$ cat src/rtl/flag_pkg.sv
// Shared constants for the flag controller: condition codes and flag bit positions.
// Pure declarations plus one combinational helper; no latency.
// No flow control lives here.
package flag_pkg;

    localparam int FLAG_W = 3;

    // Bit positions inside a packed {zf,sf,cf} flag vector
    localparam int FLAG_Z = 2;
    localparam int FLAG_S = 1;
    localparam int FLAG_C = 0;

    localparam logic [2:0] COND_AL = 3'd0;
    localparam logic [2:0] COND_EQ = 3'd1;
    localparam logic [2:0] COND_NE = 3'd2;
    localparam logic [2:0] COND_LT = 3'd3;
    localparam logic [2:0] COND_GE = 3'd4;
    localparam logic [2:0] COND_CS = 3'd5;
    localparam logic [2:0] COND_CC = 3'd6;
    localparam logic [2:0] COND_NV = 3'd7;

    // Evaluate a branch condition code against a flag vector
    function automatic logic cond_true(input logic [2:0] code, input logic [FLAG_W-1:0] f);
        logic res;
        res = 1'b0;
        case (code)
            COND_AL: res = 1'b1;
            COND_EQ: res = f[FLAG_Z];
            COND_NE: res = ~f[FLAG_Z];
            COND_LT: res = f[FLAG_S];
            COND_GE: res = ~f[FLAG_S];
            COND_CS: res = f[FLAG_C];
            COND_CC: res = ~f[FLAG_C];
            default: res = 1'b0;
        endcase
        return res;
    endfunction

endpackage

$ cat src/rtl/flag_stack.sv
// LIFO of saved flag sets used across interrupt entry/exit.
// Push/pop take effect on the next edge; dout shows the top entry combinationally.
// Push when full and pop when empty are ignored; the caller flags the error.
module flag_stack
    import flag_pkg::*;
#(
    parameter int DEPTH = 4,
    parameter int PW    = 2
) (
    input  logic              clk,
    input  logic              clrn,
    input  logic              push,
    input  logic              pop,
    input  logic [FLAG_W-1:0] din,
    output logic [FLAG_W-1:0] dout,
    output logic [PW:0]       depth,
    output logic              full,
    output logic              empty
);

    localparam logic [PW:0] FULL_CNT = (PW+1)'(DEPTH);

    logic [FLAG_W-1:0] mem_q [DEPTH];
    logic [PW:0]       ptr_q;
    logic [PW:0]       ptr_d;
    logic [PW-1:0]     top_idx;
    logic              do_push;
    logic              do_pop;

    assign full    = (ptr_q == FULL_CNT);
    assign empty   = (ptr_q == '0);
    assign do_push = push & ~full;
    assign do_pop  = pop & ~empty;
    assign top_idx = ptr_q[PW-1:0] - PW'(1);
    assign dout    = mem_q[top_idx];
    assign depth   = ptr_q;

    // Pointer next state: at most one of push/pop is asserted by the caller
    always_comb begin
        ptr_d = ptr_q;
        if (do_push) begin
            ptr_d = ptr_q + (PW+1)'(1);
        end else if (do_pop) begin
            ptr_d = ptr_q - (PW+1)'(1);
        end
    end

    // Only the pointer is reset; stale entries are unreachable once it is zero
    always_ff @(posedge clk) begin
        if (!clrn) begin
            ptr_q <= '0;
        end else begin
            ptr_q <= ptr_d;
        end
    end

    // Entry storage, written at the current pointer on an accepted push
    always_ff @(posedge clk) begin
        if (do_push) begin
            mem_q[ptr_q[PW-1:0]] <= din;
        end
    end

endmodule

$ cat src/rtl/flag_ctrl.sv
// Owns zf/sf/cf, arbitrates restore vs ALU writes, saves/restores via a LIFO, evaluates branch conditions.
// Flags, take and take_vld update one edge after the request; conditions see the forwarded next flags.
// A restore that actually pops stalls a same-cycle ALU write (alu_stall); the ALU holds and retries.
module flag_ctrl
    import flag_pkg::*;
#(
    parameter int DEPTH = 4,
    parameter int PW    = 2
) (
    input  logic          clk,
    input  logic          clrn,
    input  logic          alu_we,
    input  logic [2:0]    alu_mask,
    input  logic          alu_zf,
    input  logic          alu_sf,
    input  logic          alu_cf,
    input  logic          save,
    input  logic          restore,
    input  logic          cond_vld,
    input  logic [2:0]    cond,
    output logic          zf,
    output logic          sf,
    output logic          cf,
    output logic          take,
    output logic          take_vld,
    output logic          alu_stall,
    output logic [PW:0]   depth,
    output logic          ovf,
    output logic          unf
);

    logic [FLAG_W-1:0] flags_q;
    logic [FLAG_W-1:0] flags_d;
    logic [FLAG_W-1:0] alu_vals;
    logic [FLAG_W-1:0] pop_dat;
    logic              take_q;
    logic              take_vld_q;
    logic              ovf_q;
    logic              unf_q;
    logic              push_req;
    logic              pop_req;
    logic              push_ok;
    logic              pop_ok;
    logic              stk_full;
    logic              stk_empty;

    // save and restore together cancel each other out
    assign push_req = save & ~restore;
    assign pop_req  = restore & ~save;
    assign push_ok  = push_req & ~stk_full;
    assign pop_ok   = pop_req & ~stk_empty;

    // Only a restore that really pops wins over the ALU
    assign alu_stall = alu_we & pop_ok;

    assign alu_vals = {alu_zf, alu_sf, alu_cf};

    flag_stack #(
        .DEPTH (DEPTH),
        .PW    (PW)
    ) u_stack (
        .clk   (clk),
        .clrn  (clrn),
        .push  (push_ok),
        .pop   (pop_ok),
        .din   (flags_q),
        .dout  (pop_dat),
        .depth (depth),
        .full  (stk_full),
        .empty (stk_empty)
    );

    // Next-flag selection: popped entry, else masked ALU merge, else hold
    always_comb begin
        flags_d = flags_q;
        if (pop_ok) begin
            flags_d = pop_dat;
        end else if (alu_we) begin
            flags_d = (alu_mask & alu_vals) | (~alu_mask & flags_q);
        end
    end

    // Architectural flags, condition result and sticky errors
    always_ff @(posedge clk) begin
        if (!clrn) begin
            flags_q    <= '0;
            take_q     <= 1'b0;
            take_vld_q <= 1'b0;
            ovf_q      <= 1'b0;
            unf_q      <= 1'b0;
        end else begin
            flags_q    <= flags_d;
            take_q     <= cond_vld & cond_true(cond, flags_d);
            take_vld_q <= cond_vld;
            ovf_q      <= ovf_q | (push_req & stk_full);
            unf_q      <= unf_q | (pop_req & stk_empty);
        end
    end

    assign zf       = flags_q[FLAG_Z];
    assign sf       = flags_q[FLAG_S];
    assign cf       = flags_q[FLAG_C];
    assign take     = take_q;
    assign take_vld = take_vld_q;
    assign ovf      = ovf_q;
    assign unf      = unf_q;

endmodule

$ cat config.mk
export PLATFORM = sky130hd
export DESIGN_NAME = flag_ctrl
export DESIGN_NICKNAME = d
export VERILOG_FILES = /design/src/rtl/flag_pkg.sv /design/src/rtl/flag_stack.sv /design/src/rtl/flag_ctrl.sv
export SDC_FILE = /design/constraint.sdc
export NUM_CORES = 1
export LEC_CHECK = 0
export BUFFER_PORTS_ARGS = -buffer_cell sky130_fd_sc_hd__buf_4
export CAP_MARGIN = 10
export CELL_PAD_IN_SITES_DETAIL_PLACEMENT = 1
export CELL_PAD_IN_SITES_GLOBAL_PLACEMENT = 1
export CORE_MARGIN = 2
export CORE_UTILIZATION = 37
export DETAILED_ROUTE_END_ITERATION = 8
export PLACE_DENSITY_LB_ADDON = 0.1
export SLEW_MARGIN = 20
export SYNTH_ARGS = -nofsm -noshare
export SYNTH_HDL_FRONTEND = slang
export SYNTH_SLANG_ARGS = --single-unit
$ cat constraint.sdc
create_clock -name clk -period 2.1 [get_ports clk]
set_input_delay 0.525 -clock clk [delete_from_list [all_inputs] [get_ports clk]]
set_output_delay 0.525 -clock clk [all_outputs]
set_load 0.1 [all_outputs]
==> results.txt, run 1 <==
The post-route antenna net violation count came out at 0. The number of antenna violations at the first check in global routing was 0. The largest clock skew in the final design is 0.00531 ns. The wire length of the first global-routing pass is 3730 um.

The slowest stage of the critical path belongs to the cell sky130_fd_sc_hd__dfxtp_4. During placement, the flow inserted port buffers numbering 25. The sink count of the clock tree is 22.

The delay of the slowest cell on the worst path is 0.36 ns. The critical path is of the flip-flop to primary output type. STA classifies the critical path endpoint as a primary output.

The multi-input combinational cells in the finished layout cover a total of 522 um^2. The register cell area after layout came out at 569 um^2. The synthesized netlist contains 31 unique library cells. The number of detailed-routing iterations run before antenna repair came out at 3. The TritonCTS clock tree is built. The maximum resistive drop on vdd came out at 0.000640 V. The data required time of the critical path came out at 1.57 ns. The number of max-capacitance violations reported came out at 0.

The fraction of layout cells with a size suffix above 1 is 39.8%. The sequential element share of the synthesized area is 51.0%. The count of final hold-check violations was 0. The least setup slack across all paths after layout came out at 0.0534 ns. In this run, post-CTS hold repair placed 0 buffers. The number of buffers on the longest clock path came out at 2. The floorplan die area came out at 3420 um^2. The transition time of the tightest slew-check pin is 0.315 ns. Excluding fillers, the count of instances in the completed layout stands at 149. The post-synthesis to final-layout area growth came out at 28.1%. The maximum fanout along the worst path is 3. The number of inserted diodes is 0. The die is 58.5 um tall. Entering global routing, the biggest net connects 13 pins. The largest total area in the synthesized netlist belongs to sky130_fd_sc_hd__edfxtp_1. The remaining max-slew budget at the tightest pin is 78.9%. The iteration-0 DRC count of the detailed router is 3.

After filler insertion, the fill cell instance count of the layout stands at 305. The maximum level of the CTS H-tree is 1. After synthesis, the cell types taking the most area are sky130_fd_sc_hd__edfxtp_1, sky130_fd_sc_hd__dfxtp_1, sky130_fd_sc_hd__mux4_2, sky130_fd_sc_hd__mux2i_1, sky130_fd_sc_hd__and2_1. The library cells used most frequently in the layout, excluding fill and tap cells, are sky130_fd_sc_hd__buf_4, sky130_fd_sc_hd__edfxtp_1, sky130_fd_sc_hd__and2_1.

The most frequent standard cell in the layout excluding fill and tap cells is sky130_fd_sc_hd__buf_4. The worst hold path belongs to the class primary input to flip-flop. The clock transition at the register clock pins on the worst setup and hold paths after CTS is 0.12 ns.

The top cell family by delay on the critical path is simple AND/OR/NAND/NOR gates. The initial core utilization came out at 39.5%. The post-route clock period utilization is 97.5%. In this run, CTS created clock tree buffers numbering 3. The flow ran to the end, and the final reports show no timing, DRC or antenna violations.

Walking the worst path, the cells encountered are inv_1 -> ha_4 -> nand2b_4 -> and3b_1 -> and2_4 -> buf_12. Setup repair after global routing could not meet its margin everywhere. The final critical path time including I/O delays and setup is 2.05 ns.

The core area came out at 2780 um^2. The total track usage is 14.7%. The cell at the root of the clock tree is sky130_fd_sc_hd__clkbuf_4. The cell area power density came out at 1010 nW/um^2. The cell area after synthesis is 1100 um^2. The static leakage is 0.000572 uW. The total vias in the final route is 747. The aggregate negative setup slack is 0 ns. The net count after synthesis came out at 108. The via density per instance is 5.01.

The remaining design rule violation count came out at 0. The buffer and inverter count on the worst path came out at 2. The number of core rows is 19. The clock network latency to the later pin of the worst-skew pair is 0.30 ns. During I/O placement, the number of pins put on the boundary was 26. Each instance of the synthesized netlist takes up on average 12.5 um^2. The routability congestion estimate is 0.788. Counting flops and latches in the post-synthesis netlist gives 22. After detailed routing, the total wire length is 2290 um.

The final max-slew violation count is 0. Synthesis produced 88 cells. The area share of the leading cell type in the synthesized netlist is 32.8%. The net count of the finished layout came out at 139. The post-placement worst setup slack is 0.103 ns. The via count of the first global-routing pass is 793.

In the final routed layout, each cell accounts on average for 15.4 um. Global routing finished with a remaining overflow of 0. The overall power after layout is 1430 uW.

The worst setup path is launched from a flip-flop. Counting tap cells, the placed design contains a total of 143 instances. The critical path arrival came out at 1.52 ns. Setup violations remaining at the end of the flow were counted as 0. The Yosys step of the flow raised 0 warnings. The achievable frequency came out at 489 MHz. The die is 58.5 um wide. The HPWL after detailed placement is 1810 um. The minimum hold slack is 0.461 ns.
[where the power goes]
part           total [uW]  leakage (uW)  internal (uW)  switching (uW)
clock                 200     0.0000150           73.8             126
combinational         677      0.000361            246             431
sequential            551      0.000195            514            36.7
[synth_stat cells]
cell type                  count
sky130_fd_sc_hd__nand2b_4      1
sky130_fd_sc_hd__dfxtp_1      10
sky130_fd_sc_hd__and3_1        1
sky130_fd_sc_hd__xnor2_1       2
sky130_fd_sc_hd__and2_1        8
sky130_fd_sc_hd__nand3_1       1
sky130_fd_sc_hd__nand4b_1      2
sky130_fd_sc_hd__and2_2        1
sky130_fd_sc_hd__nor2b_4       1
sky130_fd_sc_hd__nand2b_1      1
sky130_fd_sc_hd__nand2_1       6
sky130_fd_sc_hd__nor2b_1       1
sky130_fd_sc_hd__inv_1         5
sky130_fd_sc_hd__a21oi_1       2
sky130_fd_sc_hd__mux2_2        2
sky130_fd_sc_hd__or4_1         1
sky130_fd_sc_hd__edfxtp_1     12
sky130_fd_sc_hd__fa_1          1
sky130_fd_sc_hd__o21a_1        2
sky130_fd_sc_hd__a211oi_1      2
sky130_fd_sc_hd__buf_6         1
sky130_fd_sc_hd__mux4_2        3
sky130_fd_sc_hd__buf_1         1
sky130_fd_sc_hd__nor2_1        5
sky130_fd_sc_hd__o41a_1        1
sky130_fd_sc_hd__nor3b_1       2
sky130_fd_sc_hd__ha_1          4
sky130_fd_sc_hd__mux2i_1       6
sky130_fd_sc_hd__a41oi_1       1
sky130_fd_sc_hd__and3b_1       1
sky130_fd_sc_hd__buf_4         1
[cell type report]
class | instances | area share, %
inverters | 5 | 1.51
clock buffers | 4 | 1.87
well taps | 31 | 2.76
repair buffers | 29 | 16.4
flip-flops and latches | 22 | 40.4
multi-input cells | 58 | 37.1
[worst register-to-register path: cells and delay by family, from the launching register on]
family / cells / cell delay (ns)
buffers and inverters: 2 / 0.28
AO/OA/AOI/OAI: 1 / 0.15
flip-flops: 1 / 0.36
adder cells (fa/ha/maj): 1 / 0.19
AND/OR/NAND/NOR: 4 / 0.90
[through the flow]
step | cell area (um^2) | utilization [%]
final | 1410 | 50.6
after global placement | 1350 | 48.4
after detailed placement | 1350 | 48.4
after CTS | 1400 | 50.3
after floorplan | 1130 | -
after global routing | 1410 | 50.6
[flip-flops by register name (all words and copies together) (netlist names)]
register / cells
flags_q: 3
unf: 1
u_stack.mem_q: 12
take: 1
take_vld: 1
u_stack.depth: 3
ovf: 1
[worst paths after layout]
kind,startpoint,end,slack [ns],depth (start not counted)
worst max register to register,u_stack.depth[1],take,0.15,8
worst max-delay path,u_stack.depth[1],alu_stall,0.05,6
worst min register to register,ovf,ovf,0.48,1
worst min-delay path,cond_vld,take_vld,0.46,2
[metal layers]
metal  global-route usage, %  vias to the layer above  part of all wire [%]  routed length, um
li1                        -                      372                     -                  -
met1                    18.2                      360                    47               1080
met2                    26.5                       13                    49               1130
met3                    2.64                        2                   3.0                 68
met4                    2.99                        0                  0.70                 16
met5                       0                        -                     0                  0
[cells by family after synthesis]
family                     after synthesis  share of synthesized area [%]
AOI/OAI and AO/OA                        8                           5.47
xor gates and xnor gates                 2                           1.59
adders and majority gates                5                           6.38
buffers and inverters                    8                           3.76
DFF                                     22                           51.0
muxes                                   11                           13.7
and+or+nand+nor                         32                           18.1
[timing repair]
action | in CTS | in global routing
buffers inserted | 2 | 0
gates resized for setup | 3 | 1
endpoints found under the setup margin | 1 | 2
No activity file was read; power rests on OpenSTA's default activity.
==> inputs of run 2 (changes only) <==
==> constraint.sdc (replaced) <==
create_clock -name clk -period 2.1 [get_ports clk]
set_input_delay 0.105 -clock clk [delete_from_list [all_inputs] [get_ports clk]]
set_output_delay 0.105 -clock clk [all_outputs]
set_load 0.1 [all_outputs]
==> run 2 against run 1 <==
Sequential share of layout area is 1.1 points higher. Final cell count is 2.0% lower. Sequential cell count stayed put. Non-clock buffer count is 3 lower. Count of clock-buffer cells in the layout is 1 lower. Cell area is 2.7% lower. Largest cell class unchanged. Total power is 1.2% lower. Clock skew is 0.0030 ns lower. Clock power hardly changed. Critical path depth is 1 higher.
==> results.txt, run 2 (synthesis gave the netlist of run 1 again) <==
The flow ran to the end, and the final reports show no timing, DRC or antenna violations. The die extent in y is 58.5 um. In this run the clock root is driven by a sky130_fd_sc_hd__clkbuf_4.

After the first detailed-routing iteration, the DRC count stood at 6. The initial core utilization came out at 39.5%. The aggregate negative setup slack came out at 0 ns. The first detailed-routing pass took 2 iterations. The count of buffers added on input and output ports is 25. Across all hold checks on the routed design, the worst slack comes to 0.0187 ns. The total vias in the final route came out at 747.

The buffer and inverter count on the worst path came out at 1. The maximum level of the CTS H-tree came out at 1. The die width came out at 58.5 um. Once placement finished, the instance area stood at 1340 um^2. The global-route congestion overflow total came out at 0.

After detailed routing, the number of vias per cell comes to 5.12. The final-report setup violation count came out at 0. The hold buffer count at CTS is 0. The type of the worst setup path is flip-flop to flip-flop. The count of nets left with antenna violations once routing finished came out at 0. The via count of the first global-routing pass came out at 814. The transition time of the tightest slew-check pin came out at 0.332 ns. The worst setup path is captured at a flip-flop. Power spread over the standard cell area amounts to 1030 nW/um^2. The region available for standard cell placement spans 2780 um^2.

The number of buffers on the longest clock path came out at 2. The final max-slew violation count is 0. Grouping stages by cell kind, the critical path spends the most delay in simple AND/OR/NAND/NOR gates. In the layout the commonest cells are sky130_fd_sc_hd__buf_4, sky130_fd_sc_hd__edfxtp_1, sky130_fd_sc_hd__and2_1. The clock transition at the register clock pins on the worst setup and hold paths after CTS is 0.12 ns. The maximum number of pins on one net before global-route repair came out at 13. The clock network latency to the later pin of the worst-skew pair is 0.30 ns. The static leakage came out at 0.000553 uW. The delay of the slowest cell on the worst path is 0.51 ns. The remaining max-slew budget at the tightest pin is 77.8%.

The register with the most flip-flops in the layout has 12 of them. The TritonCTS clock tree is built. Once layout is done, the placed cells without fillers occupy 1370 um^2. The post-synthesis to final-layout area growth is 24.7%. The number of core rows came out at 19. The remaining design rule violation count is 0. The routability congestion estimate came out at 0.758. The per-cell routed wire length came out at 15.9 um. The wire length of the first global-routing pass is 3930 um.

The achievable frequency came out at 495 MHz. The number of max-capacitance violations reported is 0. The tightest min-delay check is of the primary input to flip-flop type. The net count of the finished layout came out at 136. The number of antenna violations at the first check in global routing came out at 0. The count of final hold-check violations came to 0. Detailed placement finished with a half-perimeter wire length of 1880 um. The critical path arrival came out at 2.24 ns. Across every metal layer, demand over resource in global routing totals 15.5%. In the final layout, the share of cells above drive strength 1 is 37.4%. The I/O pin count is 26. The number of inserted diodes is 0. Clock tree synthesis found a total of 22 sinks. Setup repair after global routing left no endpoint under its margin.

The TritonCTS buffer count came out at 3. The data required time of the critical path came out at 2.32 ns. The maximum fanout along the worst path is 9. The number of buffers inserted by post-CTS setup repair is 0.

Walking the worst path, the cells encountered are inv_1 -> ha_4 -> nand2b_4 -> and3b_2 -> nor2b_4 -> or4_1 -> a41oi_1. The sort of element at the start of the critical path is a flip-flop. The slowest stage of the critical path is the sky130_fd_sc_hd__or4_1 cell. The clock arrives with 0.00230 ns of skew. The final critical path time including I/O delays and setup came out at 2.02 ns.

For this block, the routed nets add up to 2330 um of wire. The die covers 3420 um^2. Leaving out fill and tap cells, the most frequent cell in the layout is sky130_fd_sc_hd__buf_4.

The maximum resistive drop on vdd is 0.000719 V. Dividing the final minimum period by the clock period gives 96.2%.
run 2: worst paths after layout:
kind / start / to / slack, ns / cells after the start
min: cond_vld / take_vld / 0.02 / 2
max reg2reg: u_stack.depth[0] / take / 0.08 / 7
min reg2reg: ovf / ovf / 0.49 / 1
max: u_stack.depth[0] / take / 0.08 / 7
run 2: what timing repair did:
action	in CTS	in global routing
resized for setup	1	0
endpoints found under the hold margin	0	0
endpoints found under the setup margin	2	0
run 2: cell type report:
| class | count | area [um^2] |
|---|---|---|
| clock buffer | 3 | 22.5 |
| fill | 308 | 1410 |
| timing repair buffer | 26 | 195 |
| tap | 31 | 38.8 |
| sequential | 22 | 569 |
| multi-input combinational | 58 | 522 |
| clock inverter | 1 | 3.75 |
| inverter | 5 | 18.8 |
run 2: worst reg2reg max path, cell delays in order, from the launching register on:
cell and delay [ns]:
sky130_fd_sc_hd__dfxtp_4 0.42, sky130_fd_sc_hd__inv_1 0.15, sky130_fd_sc_hd__ha_4 0.19, sky130_fd_sc_hd__nand2b_4 0.06
sky130_fd_sc_hd__and3b_2 0.27, sky130_fd_sc_hd__nor2b_4 0.15, sky130_fd_sc_hd__or4_1 0.51, sky130_fd_sc_hd__a41oi_1 0.20
run 2: power breakdown:
part | switching [uW] | internal (uW)
Clock | 128 | 69.2
Sequential | 59.8 | 515
Combinational | 410 | 228
run 2: per-layer routing:
metal / vias to the layer above / GRT usage [%] / part of all wire, %
met3: 2 / 2.64 / 2.9
met1: 365 / 20.3 / 46
li1: 367 / - / -
met4: 0 / 6.31 / 0.73
met5: - / 0 / 0
met2: 13 / 25.5 / 50
run 2: metrics by stage:
step	instances	total power, uW	util, %	setup WS (ns)
detailed placement	142	1230	48.3	0.0318
global placement	142	1210	48.3	0.181
floorplan	88	1080	-	0.0104
global route	146	1480	49.3	0.00259
finish	146	1410	49.3	0.0788
CTS	146	1430	49.3	0.0666
==> inputs of run 3 (changes only) <==
- HOLD_SLACK_MARGIN: default -> 0.06
==> run 3 against run 2 <==
Clock skew about the same. Via count unchanged. Setup slack better by 0.0024 ns. Largest power group unchanged. Worst hold slack better by 0.058 ns. Combinational power about the same. Largest cell class unchanged. Count of clock-buffer cells in the layout unchanged. Sequential power about the same. Wire length about the same. Global-route usage unchanged. First-iteration DRC count up 17%. Critical path type unchanged. Highest routed layer unchanged. Total power about the same.
==> results.txt, run 3 (synthesis gave the netlist of run 1 again) <==
The run finished with clean final reports. The count of fill cells added during filler insertion came out at 305. The count of placed standard cells including taps is 142. The TritonCTS clock tree is built.

After clock tree synthesis, the clock-pin slew on the worst setup and hold paths is 0.12 ns. The via density per instance is 5.08. The worst setup path is launched from a flip-flop. The I/O pin count is 26. The class of the tightest hold or removal check is primary input to flip-flop. The maximum number of pins on one net before global-route repair came out at 13. The final max-slew violation count is 0. Routability-driven placement finished with a final weighted congestion of 0.758. The remaining max-slew budget at the tightest pin came out at 77.7%. The number of antenna violations at the first check in global routing was 0. The final layout contains 137 nets. The post-synthesis to final-layout area growth came out at 25.6%. The first routing iteration left 7 violations. The count of input and output buffers is 25. The number of core rows came out at 19. The critical path endpoint category is a flip-flop.

Clock tree synthesis selected as its root buffer the cell sky130_fd_sc_hd__clkbuf_4. The TritonCTS buffer count is 3. After detailed routing, the number of remaining DRC violations is 0. The HPWL after detailed placement came out at 1880 um.

The total track usage came out at 15.5%. The critical path in this run is classified as flip-flop to flip-flop. The count of final hold-check violations is 0.

The fraction of layout cells with a size suffix above 1 came out at 37.1%. The maximum fanout along the worst path is 9. The transition time of the tightest slew-check pin came out at 0.333 ns. The number of flip-flops in the largest register came out at 12. The sink count of the clock tree is 22. The final layout contains routed wiring with a total length of 2320 um. The number of buffers inserted by post-CTS setup repair is 0. The global-route congestion overflow total came out at 0.

The first global-routing pass estimated 3930 um of wire. The via count of the first global-routing pass came out at 814. The largest clock skew in the final design came out at 0.00259 ns. Setup repair after global routing left no endpoint under its margin. The total vias in the final route came out at 747. The library cell used most frequently in the layout, excluding fill and tap cells, is sky130_fd_sc_hd__buf_4. The clock network latency to the later pin of the worst-skew pair is 0.30 ns. The final-report setup violation count is 0. Dividing the detail-routed wire length by the instance count gives 15.8 um. The final non-filler cell total is 147. The cell area power density came out at 1020 nW/um^2.

After floorplanning, the core was sized to cover 2780 um^2. 0 antenna diodes ended up in the layout. The final critical path time including I/O delays and setup is 2.02 ns. The analysis attributes to cell leakage a power of 0.000557 uW. The maximum level of the CTS H-tree came out at 1. The number of buffers on the longest clock path came out at 2. VDD sags by at most 0.000719 V. Leaving out fill and tap cells, the most frequent cells in the layout are sky130_fd_sc_hd__buf_4, sky130_fd_sc_hd__edfxtp_1, sky130_fd_sc_hd__and2_1. Timing would allow up to 495 MHz. The data required time of the critical path came out at 2.32 ns. The post-route clock period utilization is 96.1%. The post-route antenna net violation count is 0.

Before antenna repair, the detailed router went through 2 iterations. The initial core utilization is 39.5%. The aggregate negative setup slack is 0 ns. The die width came out at 58.5 um. From bottom edge to top edge, the die measures 58.5 um. The floorplan die area came out at 3420 um^2. The critical path arrival came out at 2.24 ns. The number of max-capacitance violations reported came out at 0.
==> run 3: changes by cell type in the layout (fill, tap and decap cells not counted) <==
cell | before | now
sky130_fd_sc_hd__dlygate4sd3_1 | 0 | 1
==> run 3: critical path, stage by stage, from the launching register on <==
cell                       delay (ns)
sky130_fd_sc_hd__dfxtp_4         0.42
sky130_fd_sc_hd__inv_1           0.14
sky130_fd_sc_hd__ha_4            0.19
sky130_fd_sc_hd__nand2b_4        0.06
sky130_fd_sc_hd__and3b_2         0.27
sky130_fd_sc_hd__nor2b_4         0.15
sky130_fd_sc_hd__or4_1           0.51
sky130_fd_sc_hd__a41oi_1         0.20
==> run 3: stage by stage <==
stage | instance area, um^2 | setup slack (ns) | hold slack [ns] | util (%) | power [uW]
after floorplan | 1130 | 0.0104 | 0.223 | - | 1080
after global placement | 1340 | 0.181 | 0.340 | 48.3 | 1210
after detailed placement | 1340 | 0.0318 | 0.336 | 48.3 | 1230
after CTS | 1380 | 0.0666 | 0.0750 | 49.6 | 1430
after global routing | 1380 | 0.00259 | 0.0706 | 49.6 | 1480
final | 1380 | 0.0811 | 0.0763 | 49.6 | 1410
==> run 3: power by group <==
part | total [uW] | leakage (uW) | internal (uW) | switching, uW
registers | 575 | 0.000195 | 515 | 60.0
logic | 639 | 0.000346 | 230 | 410
clock network | 197 | 0.0000154 | 69.2 | 127
total | 1410 | 0.000557 | 814 | 597
==> run 3: path summary, 6_finish.rpt <==
kind | from | end | slack [ns] | cells past startpoint
hold reg to reg | ovf | ovf | 0.49 | 1
setup / recovery | u_stack.depth[0] | take | 0.08 | 7
hold / removal | clrn | ovf | 0.08 | 2
setup reg to reg | u_stack.depth[0] | take | 0.08 | 7
==> run 3: final cells by class <==
type	instances	area (um^2)	area share (%)
Timing Repair Buffer	27	205	14.9
Tap cell	31	38.8	2.81
Clock buffer	3	22.5	1.63
Inverter	5	18.8	1.36
Sequential cell	22	569	41.3
Clock inverter	1	3.75	0.272
Multi-Input combinational cell	58	522	37.8
==> run 3: per-layer routing <==
layer | wire (um) | global-route usage [%] | vias up
met4 | 17 | 6.31 | 0
met3 | 67 | 2.64 | 2
met5 | 0 | 0 | -
met1 | 1080 | 20.3 | 364
met2 | 1160 | 25.5 | 13
li1 | - | - | 368
==> run 3: timing repair <==
action	CTS	global route
endpoints found under the setup margin	2	0
resized for setup	1	0
hold buffers	1	0
endpoints found under the hold margin	1	0
